### src/rtl/fpu_pkg.sv
// Shared FPU definitions: IEEE-754 single field widths, canonical constants,
// flag bit positions and the divider state encoding.
package fpu_pkg;

  localparam int EXP_W  = 8;
  localparam int FRAC_W = 23;
  localparam int BIAS   = 127;

  localparam logic [31:0] QNAN_CANON = 32'h7FC0_0000;
  localparam logic [31:0] POS_INF    = 32'h7F80_0000;

  // flags = {invalid, div_by_zero, overflow, underflow, inexact}
  localparam int FLAG_INVALID   = 4;
  localparam int FLAG_DIV_ZERO  = 3;
  localparam int FLAG_OVERFLOW  = 2;
  localparam int FLAG_UNDERFLOW = 1;
  localparam int FLAG_INEXACT   = 0;

  typedef enum logic [1:0] {
    IDLE   = 2'd0,
    DIVIDE = 2'd1,
    NORM   = 2'd2,
    DONE   = 2'd3
  } div_state_e;

endpackage

### src/rtl/fp_div_round.sv
// Normalises the raw 26-bit quotient, rounds to nearest-even, applies the
// overflow/flush-to-zero limits and packs the single-precision result.
module fp_div_round
  import fpu_pkg::*;
(
  input  logic              sign,
  input  logic signed [9:0] e,
  input  logic [25:0]       q,
  input  logic              sticky,
  output logic [31:0]       result,
  output logic [4:0]        flags
);

  logic [23:0]       mant_s;
  logic              guard_s;
  logic              stk_s;
  logic              inc_s;
  logic [24:0]       sum_s;
  logic [22:0]       frac_s;
  logic signed [9:0] e_adj_s;
  logic signed [9:0] e_fin_s;

  // Normalise, round and range-check
  always_comb begin
    mant_s  = 24'd0;
    guard_s = 1'b0;
    stk_s   = 1'b0;
    e_adj_s = e;
    result  = 32'd0;
    flags   = 5'd0;
    // A quotient below 1.0 loses one integer bit, so shift up and drop the exponent
    if (q[25]) begin
      mant_s  = q[25:2];
      guard_s = q[1];
      stk_s   = q[0] | sticky;
      e_adj_s = e;
    end else begin
      mant_s  = q[24:1];
      guard_s = q[0];
      stk_s   = sticky;
      e_adj_s = e - 10'sd1;
    end
    inc_s = guard_s & (stk_s | mant_s[0]);
    sum_s = {1'b0, mant_s} + {24'd0, inc_s};
    if (sum_s[24]) begin
      frac_s  = sum_s[23:1];
      e_fin_s = e_adj_s + 10'sd1;
    end else begin
      frac_s  = sum_s[22:0];
      e_fin_s = e_adj_s;
    end
    if (e_fin_s >= 10'sd255) begin
      result                 = {sign, POS_INF[30:0]};
      flags[FLAG_OVERFLOW]   = 1'b1;
      flags[FLAG_INEXACT]    = 1'b1;
    end else if (e_fin_s <= 10'sd0) begin
      result                 = {sign, 31'd0};
      flags[FLAG_UNDERFLOW]  = 1'b1;
      flags[FLAG_INEXACT]    = 1'b1;
    end else begin
      result                 = {sign, e_fin_s[7:0], frac_s};
      flags[FLAG_INEXACT]    = guard_s | stk_s;
    end
  end

endmodule

### src/rtl/fp_divider.sv
// Sequential single-precision divider: radix-2 restoring mantissa division,
// one quotient bit per cycle, with valid/ready handshakes on both sides.
module fp_divider
  import fpu_pkg::*;
#(
  parameter logic [31:0] CANON_NAN = QNAN_CANON
) (
  input  logic        clk,
  input  logic        rst_n,
  input  logic        in_valid,
  output logic        in_ready,
  input  logic [31:0] a,
  input  logic [31:0] b,
  output logic        out_valid,
  input  logic        out_ready,
  output logic [31:0] result,
  output logic [4:0]  flags
);

  div_state_e        state_r, state_s;
  logic              in_ready_r;
  logic              out_valid_r;
  logic [31:0]       result_r;
  logic [4:0]        flags_r;
  logic [4:0]        count_r;
  logic [24:0]       rem_r;
  logic [23:0]       mb_r;
  logic [25:0]       q_r;
  logic signed [9:0] e_r;
  logic              sign_r;

  logic a_nan_s, a_inf_s, a_zero_s, b_nan_s, b_inf_s, b_zero_s;
  logic sign_s, special_s, accept_s;
  logic [31:0] spec_result_s, rnd_result_s;
  logic [4:0]  spec_flags_s, rnd_flags_s;

  // Denormals decode as zero
  assign a_nan_s  = (a[30:23] == 8'hFF) && (a[22:0] != 23'd0);
  assign a_inf_s  = (a[30:23] == 8'hFF) && (a[22:0] == 23'd0);
  assign a_zero_s = (a[30:23] == 8'h00);
  assign b_nan_s  = (b[30:23] == 8'hFF) && (b[22:0] != 23'd0);
  assign b_inf_s  = (b[30:23] == 8'hFF) && (b[22:0] == 23'd0);
  assign b_zero_s = (b[30:23] == 8'h00);
  assign sign_s    = a[31] ^ b[31];
  assign special_s = a_nan_s | a_inf_s | a_zero_s | b_nan_s | b_inf_s | b_zero_s;
  assign accept_s  = in_valid & in_ready_r;

  // Special-operand result selection, highest priority first
  always_comb begin
    spec_result_s = {sign_s, 31'd0};
    spec_flags_s  = 5'd0;
    if (a_nan_s || b_nan_s) begin
      spec_result_s = CANON_NAN;
    end else if ((a_inf_s && b_inf_s) || (a_zero_s && b_zero_s)) begin
      spec_result_s               = CANON_NAN;
      spec_flags_s[FLAG_INVALID]  = 1'b1;
    end else if (a_inf_s) begin
      spec_result_s = {sign_s, POS_INF[30:0]};
    end else if (b_zero_s) begin
      spec_result_s               = {sign_s, POS_INF[30:0]};
      spec_flags_s[FLAG_DIV_ZERO] = 1'b1;
    end else begin
      spec_result_s = {sign_s, 31'd0};
    end
  end

  fp_div_round u_round (
    .sign   (sign_r),
    .e      (e_r),
    .q      (q_r),
    .sticky (rem_r != 25'd0),
    .result (rnd_result_s),
    .flags  (rnd_flags_s)
  );

  // Next-state logic
  always_comb begin
    state_s = state_r;
    case (state_r)
      IDLE:    if (accept_s) state_s = special_s ? DONE : DIVIDE;
               else          state_s = IDLE;
      DIVIDE:  if (count_r == 5'd25) state_s = NORM;
               else                  state_s = DIVIDE;
      NORM:    state_s = DONE;
      DONE:    if (out_ready) state_s = IDLE;
               else           state_s = DONE;
      default: state_s = IDLE;
    endcase
  end

  // State register and the ready flag derived from the next state
  always_ff @(posedge clk or negedge rst_n) begin
    if (!rst_n) begin
      state_r    <= IDLE;
      in_ready_r <= 1'b1;
    end else begin
      state_r    <= state_s;
      in_ready_r <= (state_s == IDLE);
    end
  end

  // Operand capture, restoring division steps and output registers
  always_ff @(posedge clk or negedge rst_n) begin
    if (!rst_n) begin
      out_valid_r <= 1'b0;
      result_r    <= 32'd0;
      flags_r     <= 5'd0;
      count_r     <= 5'd0;
      rem_r       <= 25'd0;
      mb_r        <= 24'd0;
      q_r         <= 26'd0;
      e_r         <= 10'sd0;
      sign_r      <= 1'b0;
    end else begin
      case (state_r)
        IDLE: if (accept_s) begin
          sign_r  <= sign_s;
          e_r     <= $signed({2'b00, a[30:23]}) - $signed({2'b00, b[30:23]}) + 10'sd127;
          rem_r   <= {2'b01, a[22:0]};
          mb_r    <= {1'b1, b[22:0]};
          q_r     <= 26'd0;
          count_r <= 5'd0;
          if (special_s) begin
            result_r    <= spec_result_s;
            flags_r     <= spec_flags_s;
            out_valid_r <= 1'b1;
          end
        end
        DIVIDE: begin
          if (rem_r >= {1'b0, mb_r}) begin
            q_r   <= {q_r[24:0], 1'b1};
            rem_r <= (rem_r - {1'b0, mb_r}) << 1;
          end else begin
            q_r   <= {q_r[24:0], 1'b0};
            rem_r <= rem_r << 1;
          end
          count_r <= count_r + 5'd1;
        end
        NORM: begin
          result_r    <= rnd_result_s;
          flags_r     <= rnd_flags_s;
          out_valid_r <= 1'b1;
        end
        DONE: if (out_ready) out_valid_r <= 1'b0;
        default: out_valid_r <= 1'b0;
      endcase
    end
  end

  assign in_ready  = in_ready_r;
  assign out_valid = out_valid_r;
  assign result    = result_r;
  assign flags     = flags_r;

endmodule

### config.mk
export PLATFORM = sky130hd
export DESIGN_NAME = fp_divider
export DESIGN_NICKNAME = d
export VERILOG_FILES = /design/src/rtl/fpu_pkg.sv /design/src/rtl/fp_div_round.sv /design/src/rtl/fp_divider.sv
export SDC_FILE = /design/constraint.sdc
export NUM_CORES = 1
export LEC_CHECK = 0
export ABC_CLOCK_PERIOD_IN_PS = 6040
export CAP_MARGIN = 20
export CORE_AREA = 2 2 132 134
export CTS_CLUSTER_DIAMETER = 150
export DETAILED_ROUTE_END_ITERATION = 8
export DIE_AREA = 0 0 134 136
export PLACE_DENSITY = 0.78
export SYNTH_ARGS = -nofsm -noshare
export SYNTH_HDL_FRONTEND = slang
export SYNTH_SLANG_ARGS = --single-unit
### constraint.sdc
create_clock -name clk -period 6.04 [get_ports clk]
set_input_delay 1.208 -clock clk [delete_from_list [all_inputs] [get_ports clk]]
set_output_delay 1.208 -clock clk [all_outputs]
set_load 0.05 [all_outputs]
# --- Yosys cells after proc, flatten, opt, wreduce, memory -nomap -nowiden ---
# Index checks and enable logic that the tools add are counted.
word_totals:
  ff_bits: 132
  output_inout_bits: 39
  wordCells: 110
classes:
  n_addsub: 7
  magnitude_cmp: 3
  eq_ne: 9
  mux: 45
  bitwise: 11
  n_reduce_logical: 24
op_table:
  columns: ["op", "n"]
  rows:
  - ["two-way mux 32 bit", 4]
  - ["two-way mux 31 bit", 4]
  - ["one-hot mux 32 bit (2 select lines)", 1]
  - ["one-hot mux 26 bit (2 select lines)", 1]
  - ["two-way mux 25 bit", 2]
  - ["one-hot mux 25 bit (2 select lines)", 1]
  - ["logical NOT 23 bit", 2]
  - ["nonzero test 23 bit", 2]
  - ["two-way mux 26 bit", 1]
  - ["adder 24 x 1 -> 25 bit", 1]
  - ["greater-or-equal comparator 25 x 24 -> 1 bit", 1]
  - ["nonzero test 25 bit", 1]
  - ["two-way mux 24 bit", 1]
  - ["subtractor 24 bit", 1]
  - ["two-way mux 23 bit", 1]
  - ["two-way mux 10 bit", 2]
  - ["one-hot mux 5 bit (2 select lines)", 2]
  - ["equality test 8 bit (second input constant)", 2]
  - ["logical NOT 8 bit", 2]
  - ["two-way mux 1 bit", 15]
  - ["two-way mux 5 bit", 3]
  - ["adder 10 x 2 -> 10 bit (second input constant)", 1]
  - ["adder 9 x 8 -> 10 bit (second input constant)", 1]
  - ["greater-or-equal comparator 10 x 9 -> 1 bit (second input constant)", 1]
  - ["22 further kinds", 46]

# --- Depth between registers and ports, before layout ---
# Gate-level depths: netlist of run 1.
depth:
  ltp_word: 11
  depth_mapped: 19
  ltp_nobuf: 13

# --- Hierarchy ---
# Synthesis of run 1 repeated with hierarchy kept, for this count alone.
unflattened:
  hier_cells: 1200
  hier_area_um2: 9816.9
by_module_without_submodules:
  columns: ["mod", "n_inst", "cells_per_inst", "area_per_inst_um2", "seq_area_each_um2"]
  rows:
  - ["fp_divider", 1, 858, 7557.2, 3304.4]
  - ["fp_div_round", 1, 342, 2259.7, 0.0]

# --- Worst setup path before layout of run 1 ---
# No wires, ideal clock.
synth_path:
  path_kind: "register to register"
  startpoint: "reg q_r[25]"
  endpoint: "reg result_r[22] (netlist: result[22])"
  setup_ns: 0.126
  t_arrival_ns: 4.484
  t_required_ns: 5.914
  setup_slack_ns: 1.430
  path_stages_with_launch: 19
  n_path_buf: 6
  synth_period_minus_slack_ns: 4.610
  path_cell_list: "dfrtp_1 buf_6 buf_4 buf_1 clkbuf_1 clkbuf_1 nand2_1 a21boi_0 ha_1 nand2_1 nor4b_1 nand4_1 or4_1 a21o_1 a2111oi_4 a311oi_1 buf_2 and2_4 a221o_1"
synth_via:
  elab_chain_cells: 9
synth_rtl:
  columns: ["item", "line_no", "source"]
  rows:
  - ["from (decl)", "fp_divider.sv:28", "logic [25:0] q_r;"]
  - ["from (signal assigned)", "fp_divider.sv:131", "q_r <= {q_r[24:0], 1'b1};"]
  - ["from (signal assigned)", "fp_divider.sv:134", "q_r <= {q_r[24:0], 1'b0};"]
  - ["two-way mux 1 bit / two-way mux 24 bit (equally long branches)", "fp_div_round.sv:32", "if (q[25]) begin"]
  - ["OR 1 bit", "fp_div_round.sv:43", "inc_s = guard_s & (stk_s | mant_s[0]);"]
  - ["AND 1 bit", "fp_div_round.sv:43", null]
  - ["adder 24 x 1 -> 25 bit", "fp_div_round.sv:44", "sum_s = {1'b0, mant_s} + {24'd0, inc_s};"]
  - ["two-way mux 10 bit", "fp_div_round.sv:45", "if (sum_s[24]) begin"]
  - ["<= comparator 10 x 1 -> 1 bit", "fp_div_round.sv:56", "end else if (e_fin_s <= 10'sd0) begin"]
  - ["two-way mux 31 bit", "fp_div_round.sv:56", null]
  - ["two-way mux 31 bit (*)", "fp_div_round.sv:52", "if (e_fin_s >= 10'sd255) begin"]
  - ["one-hot mux 32 bit (2 select lines) (*)", "fp_divider.sv:115", "case (state_r)"]
  - ["to (signal assigned)", "fp_divider.sv:124", "result_r <= spec_result_s;"]
  - ["to (signal assigned)", "fp_divider.sv:140", "result_r <= rnd_result_s;"]
  - ["to (decl)", "fp_divider.sv:23", "logic [31:0] result_r;"]
# Mark *: on every way between the ends. The rest lies on a longest branch, timed or not.
# A chain may end at the register's enable or synchronous reset.

# --- Final worst setup path of run 1 ---
layout_path:
  startpoint: "reg q_r[25]"
  endpoint: "reg result_r[9] (netlist: result[9])"
# The elaborated chain is that of the path after synthesis.

==> results of run 1 <==
[sequential cells by signal (all words and copies together) (netlist names), 2 cells and up]
| name | flops |
|---|---|
| mb_r | 24 |
| count_r | 5 |
| result | 32 |
| flags | 5 |
| state_r | 2 |
| rem_r | 25 |
| e_r | 10 |
| q_r | 26 |
[routing by layer]
layer | track usage | share of wire
met1 | 0.3411 | 0.45
met4 | 0.08629 | 0.022
met5 | 0 | 0
met3 | 0.04400 | 0.045
met2 | 0.4436 | 0.48
[placed cells by master (no fill, tap or decap), types with 8 or more instances in the layout]
cell	count
nand2_1	227
dfrtp_1	130
clkdlybuf4s50_1	105
o21ai_0	93
nor2_1	59
inv_1	50
xnor2_1	46
ha_1	38
xor2_1	35
a21oi_1	35
nand4_1	24
nor4_1	23
nand3_1	23
a22o_1	22
a31oi_1	21
mux2i_1	18
a211oi_1	18
nor3_1	17
clkbuf_16	17
nand2b_1	14
a21o_1	10
buf_4	10
o211ai_1	9
nor2b_1	8
[power groups by stage]
stage | combinational [µW] | clock [µW] | sequential [µW]
floorplan | 2400 | 0 | 1650
global placement | 3230 | 0 | 1540
detailed placement | 3290 | 0 | 1560
CTS | 3330 | 1150 | 1540
global route | 3720 | 1200 | 1590
finish | 3360 | 1140 | 1550
[how the worst min path moves through the flow]
stage                    startpoint                    to  slack, ns  cells after the start
2_1_floorplan  mb_r[23]$_DFFE_PN0P_  mb_r[23]$_DFFE_PN0P_       0.42                      2
3_3_place_gp   mb_r[23]$_DFFE_PN0P_  mb_r[23]$_DFFE_PN0P_       0.43                      2
5_1_grt        mb_r[23]$_DFFE_PN0P_  mb_r[23]$_DFFE_PN0P_       0.49                      2
4_1_cts        mb_r[23]$_DFFE_PN0P_  mb_r[23]$_DFFE_PN0P_       0.45                      2
3_5_place_dp   mb_r[23]$_DFFE_PN0P_  mb_r[23]$_DFFE_PN0P_       0.44                      2
6_report       mb_r[23]$_DFFE_PN0P_  mb_r[23]$_DFFE_PN0P_       0.45                      2
[cells by family (layout without fill, tap and decap cells)]
kind of cell	count (synthesis)	count (layout)	synth area share
AOI/OAI and AO/OA	270	270	0.1957
xor gates and xnor gates	81	81	0.07801
adders and majority gates	40	40	0.05669
buffers and inverters	115	198	0.04995
DFF	132	132	0.3634
muxes	23	23	0.02600
and+or+nand+nor	444	444	0.2303
[layout make-up]
class / count / area (µm²) / area share
inverters: 50 / 187.7 / 0.01716
repair buffers: 117 / 1161 / 0.1062
multi-input cells: 858 / 5354 / 0.4896
flip-flops and latches: 132 / 3306 / 0.3023
clock inverters: 12 / 202.7 / 0.01854
clock buffers: 19 / 442.9 / 0.04050
well taps: 225 / 281.5 / 0.02574
[synthesized netlist by cell type (all sizes together) (6+ instances only)]
library cell  instances
nor3b                 7
a211oi               18
a22o                 22
o21bai                7
nand2b               15
nor2                 60
o2111ai               7
and2                  6
a21o                 10
o211ai                9
a31oi                21
o21a                  6
ha                   38
nor4                 24
inv                  50
a21oi                36
buf                  17
nand3                24
nand2               227
nor2b                 9
dfrtp               131
o21ai                95
clkbuf               48
mux2i                18
nand4                24
nor3                 18
and3                  7
xnor2                46
xor2                 35
[per-stage QoR]
step           cells  utilization
2_1_floorplan   1105            -
3_3_place_gp    1380       0.6077
3_5_place_dp    1380       0.6077
4_1_cts         1411       0.6459
5_1_grt         1413       0.6480
6_report        1413       0.6480
[worst max-delay path: stages (launching register included)]
cell      delay (ns)
dfrtp_2         0.50
nand2b_1        0.22
a21boi_0        0.20
ha_1            0.21
nand2_1         0.09
nor4b_1         0.54
nand4_1         0.56
or4_1           0.70
a21o_1          0.24
and2_1          0.19
a311oi_1        0.23
buf_4           0.23
and2_1          0.39
a32o_1          0.22
==> results.py, run 1 <==
metrics = {
    "setup_path": {
        "cp-start-kind": "flip-flop",
        "path_class": "reg2reg",
        "critPathLaunch": "q_r[25]$_DFFE_PN0P_",
        "timing.rr.start": "q_r[25]$_DFFE_PN0P_",
        "cp_max_fo": 13,
        "arrival_ns": 4.96,
        "ff2ff_setup_slack_ns": 1.45,
        "critPathCapture": "result[9]$_DFFE_PN0P_",
        "critPathRequiredTime_ns": 6.41,
        "r2r_end": "result[9]$_DFFE_PN0P_",
        "cp-end-kind": "flip-flop",
        "r2r_cells": 13,
    },
    "routing": {
        "viasPerCell": 5.794,
        "dr.pass1.iters": 5,
        "ant_nets": 0,
        "wl_per_cell_um": 16.20,
        "drt_wl_total_um": 22890,
        "post-route-drc-count": 0,
        "vias": 8187,
        "drt_first_iter_violations": 618,
    },
    "grt": {
        "first_global_vias": 7886,
        "grt_max_degree": 98,
        "track_usage": 0.2614,
        "grt_antenna_before_repair": 0,
        "overflow": 0,
        "grt_pass1_wl_um": 38230,
    },
    "pwr": {
        "p_int_uw": 3303,
        "p_switching_uw": 2747,
        "powerDensity_nw_per_um2": 553.3,
        "power.share.switching": 0.4540,
        "p_seq_frac": 0.256,
        "leakagePower_uw": 0.004572,
        "power_frac_clock": 0.189,
        "ir_drop_v": 0.0003926,
        "power_uw": 6050,
        "power_frac_comb": 0.555,
    },
    "cts": {
        "cts-root-buf": "clkbuf_16",
        "path_clk_slew_ns": 0.06,
        "numCtsBuffers": 17,
        "cts_buffer_depth": 2,
        "cts-htree-levels": 4,
        "hold_buffers": 0,
        "cts_tree": "yes",
        "cts_setup_buffers": 0,
        "cts.sinks": 132,
        "cts_resized": 0,
        "clock_latency_ns": 0.43,
    },
    "placed_design": {
        "postPlaceCellArea_um2": 10250,
        "io_buffer_count": 106,
        "finalWeightedCongestion": 0.9089,
        "dpl.hpwl_um": 16490,
        "pre_cts_slack_ns": 1.583,
    },
    "timing": {
        "fmax_mhz": 217.7,
        "finalClockSkew_ns": 0.007650,
        "max_slew_margin": 0.3486,
        "setup_tns_ns": 0,
        "worst_slack_ns": 1.447,
        "slew_viol_final": 0,
        "worst_hold_slack_ns": 0.4490,
        "rsz0062_at_grt": "no",
        "final_hold_viol_count": 0,
        "finalSetupViolCount": 0,
        "min_period_over_period": 0.7604,
        "fin_crit_ns": 4.593,
        "tightestPinTransition_ns": 0.9682,
    },
    "synthesis": {
        "ys_seq_area_frac": 0.3634,
        "synth_top_area_frac": 0.3605,
        "yosys-top-cells-area": "dfrtp_1 36%, nand2_1 9.4%, ha_1 5.2%",
        "yosys.area.top_type": "dfrtp_1",
        "syn_nets": 1213,
        "ys_ff_latch": 132,
        "synth_cells": 1105,
        "syn_avg_cell_area_um2": 8.230,
        "ys.warnings.count": 0,
        "async_flop_share": 1.000,
        "syn_area_um2": 9094,
        "synth-edff-count": 0,
        "synth-main-ff-cell": "dfrtp_1",
        "ys_types": 72,
    },
    "floorplanning": {
        "core_area_um2": 16880,
        "initial_core_util": 0.5388,
        "core.rowCount": 48,
        "ios": 107,
        "die_y_um": 136,
        "die-area_um2": 18220,
        "die_width_um": 134,
    },
    "finish": {
        "fillers": 1419,
        "final_net_count": 1284,
        "antenna_cells": 0,
        "design_area_um2": 10940,
        "drive_gt1_frac": 0.05808,
        "area_delta_synth_final_pct": 20.25,
    },
    "status": {
        "outcome": "completed",
    },
    "hold_path": {
        "hp-class": "reg2reg",
    },
    "job": {
        "drv_cap": 0,
    },
}
Power figures use the tool's default switching activity.
==> inputs of run 2 (changes only) <==
ABC_CLOCK_PERIOD_IN_PS = 4600   (was 6040)
clock period = 4.6 ns   (was 6.04 ns; I/O delays follow)
==> run 2 against run 1 <==
  * Cell count rose by 0.28%
  * Largest power group unchanged
  * Power is 32% higher
  * Worst hold slack improved by 0.0043 ns
  * Sequential cell count unchanged
  * Largest cell class unchanged
  * Setup slack lost 1.0 ns
  * Design area up 0.48%
  * Critical path depth rose by 2
  * Clock skew rose by 0.0023 ns
  * Combinational power up 32%
==> results.py, run 2 (synthesis results as in run 1) <==
metrics = {
    "cts": {
        "cts-htree-levels": 4,
        "cts_tree": "yes",
        "cts_resized": 0,
        "cts-root-buf": "clkbuf_16",
        "numCtsBuffers": 17,
        "clock_latency_ns": 0.43,
        "cts_setup_buffers": 0,
        "path_clk_slew_ns": 0.06,
        "cts_buffer_depth": 2,
        "cts.sinks": 132,
        "hold_buffers": 0,
    },
    "setup_path": {
        "cp_max_fo": 18,
        "cp-end-kind": "flip-flop",
        "cpMostUsedCell": "buf_4",
        "cp_num_buf_inv": 3,
        "critPathRequiredTime_ns": 4.96,
        "path_class": "reg2reg",
        "cp_top_family": "simple AND/OR/NAND/NOR gates",
        "cp-start-kind": "flip-flop",
        "arrival_ns": 4.54,
        "critPathSlowestCell": "or4_1",
        "crit_chain": "buf_4 > nand2_1 > a21boi_0 > ha_1 > nand2_1 > nor4b_1 > nand4_1 > buf_4 > or4_1 > a21o_1 > and2_1 > a311oi_1 > buf_4 > and2_1 > a32o_1",
        "slowest_delay_ns": 0.55,
    },
    "floorplanning": {
        "die-area_um2": 18220,
        "die_y_um": 136,
        "die_width_um": 134,
        "core_area_um2": 16880,
        "initial_core_util": 0.5388,
        "core.rowCount": 48,
        "ios": 107,
    },
    "routing": {
        "drt-met1-wl_um": 10150,
        "ant_nets": 0,
        "dr.pass1.iters": 8,
        "route.met3.wl_um": 1128,
        "vias": 8259,
        "post-route-drc-count": 0,
        "drt_wl_total_um": 22780,
        "wl_per_cell_um": 16.07,
        "top_layer": "met4",
        "drt_first_iter_violations": 562,
        "wl_met2_um": 11010,
        "viasPerCell": 5.829,
    },
    "grt": {
        "overflow": 0,
        "grt_max_degree": 98,
        "grt_pass1_wl_um": 38180,
        "grt_antenna_before_repair": 0,
        "track_usage": 0.2605,
        "first_global_vias": 8008,
    },
    "placed_design": {
        "finalWeightedCongestion": 0.9173,
        "dp_cells": 1385,
        "pre_cts_slack_ns": 0.4716,
        "io_buffer_count": 106,
        "dpl.hpwl_um": 16630,
    },
    "job": {
        "drv_cap": 0,
    },
    "finish": {
        "antenna_cells": 0,
        "post-route-util": 0.6511,
        "fillers": 1404,
        "final_cell_mix": "227 x nand2_1, 130 x dfrtp_1, 105 x clkdlybuf4s50_1",
        "largest_reg_flops": 32,
        "drive_gt1_frac": 0.06124,
        "final_net_count": 1287,
        "area_delta_synth_final_pct": 20.83,
        "mostFrequentLayoutCell": "nand2_1",
        "fin_cells": 1417,
    },
    "pwr": {
        "leakagePower_uw": 0.004607,
        "powerDensity_nw_per_um2": 729.3,
        "ir_drop_v": 0.0004170,
        "power_uw": 8014,
    },
    "status": {
        "outcome": "completed",
    },
    "timing": {
        "rsz0062_at_grt": "no",
        "tightestPinTransition_ns": 1.025,
        "worst_slack_ns": 0.4144,
        "setup_tns_ns": 0,
        "slew_viol_final": 0,
        "min_period_over_period": 0.9099,
        "final_hold_viol_count": 0,
        "fmax_mhz": 238.9,
        "max_slew_margin": 0.3169,
        "finalSetupViolCount": 0,
        "finalClockSkew_ns": 0.009902,
        "fin_crit_ns": 4.186,
    },
    "hold_path": {
        "hp-class": "reg2reg",
    },
}
==> run 2: worst min-delay path, cell delays in order (launching register included) <==
cell and delay, ns:
dfrtp_1 0.32, inv_1 0.05, nand2_1 0.05
==> run 2: worst paths after layout <==
check	from	end	slack (ns)	depth (start not counted)
worst max register to register	q_r[25]$_DFFE_PN0P_	result[9]$_DFFE_PN0P_	0.41	15
max in group asynchronous	rst_n	in_ready$_DFF_PN1_	3.02	2
worst max-delay path	q_r[25]$_DFFE_PN0P_	result[9]$_DFFE_PN0P_	0.41	15
worst min register to register	mb_r[23]$_DFFE_PN0P_	mb_r[23]$_DFFE_PN0P_	0.45	2
min in group asynchronous	rst_n	result[15]$_DFFE_PN0P_	0.61	1
worst min-delay path	mb_r[23]$_DFFE_PN0P_	mb_r[23]$_DFFE_PN0P_	0.45	2
==> run 2: cell type report <==
type                       instances  area, µm²  area share
clock inverter                    12      226.5     0.02061
timing repair buffer             120       1176      0.1070
tap                              225      281.5     0.02562
sequential                       132       3306      0.3008
inverter                          50      187.7     0.01708
clock buffer                      20      456.7     0.04156
multi-input combinational        858       5354      0.4872
==> run 2: where the power goes <==
| group | internal (µW) | switching, µW |
|---|---|---|
| combinational | 1780 | 2640 |
| clock | 1050 | 518 |
| sequential | 1600 | 435 |
==> run 2: per-stage QoR <==
stage | cell area [µm²] | hold WS (ns)
2_1_floorplan | 9095 | 0.4175
3_3_place_gp | 10300 | 0.4340
3_5_place_dp | 10300 | 0.4397
4_1_cts | 10990 | 0.4547
5_1_grt | 10990 | 0.5018
6_report | 10990 | 0.4533
==> run 2: metal layers <==
metal  vias up  track usage
li1       4069            -
met1      3907       0.3346
met2       243       0.4402
met3        40      0.04847
met4         0      0.09574
met5         -            0
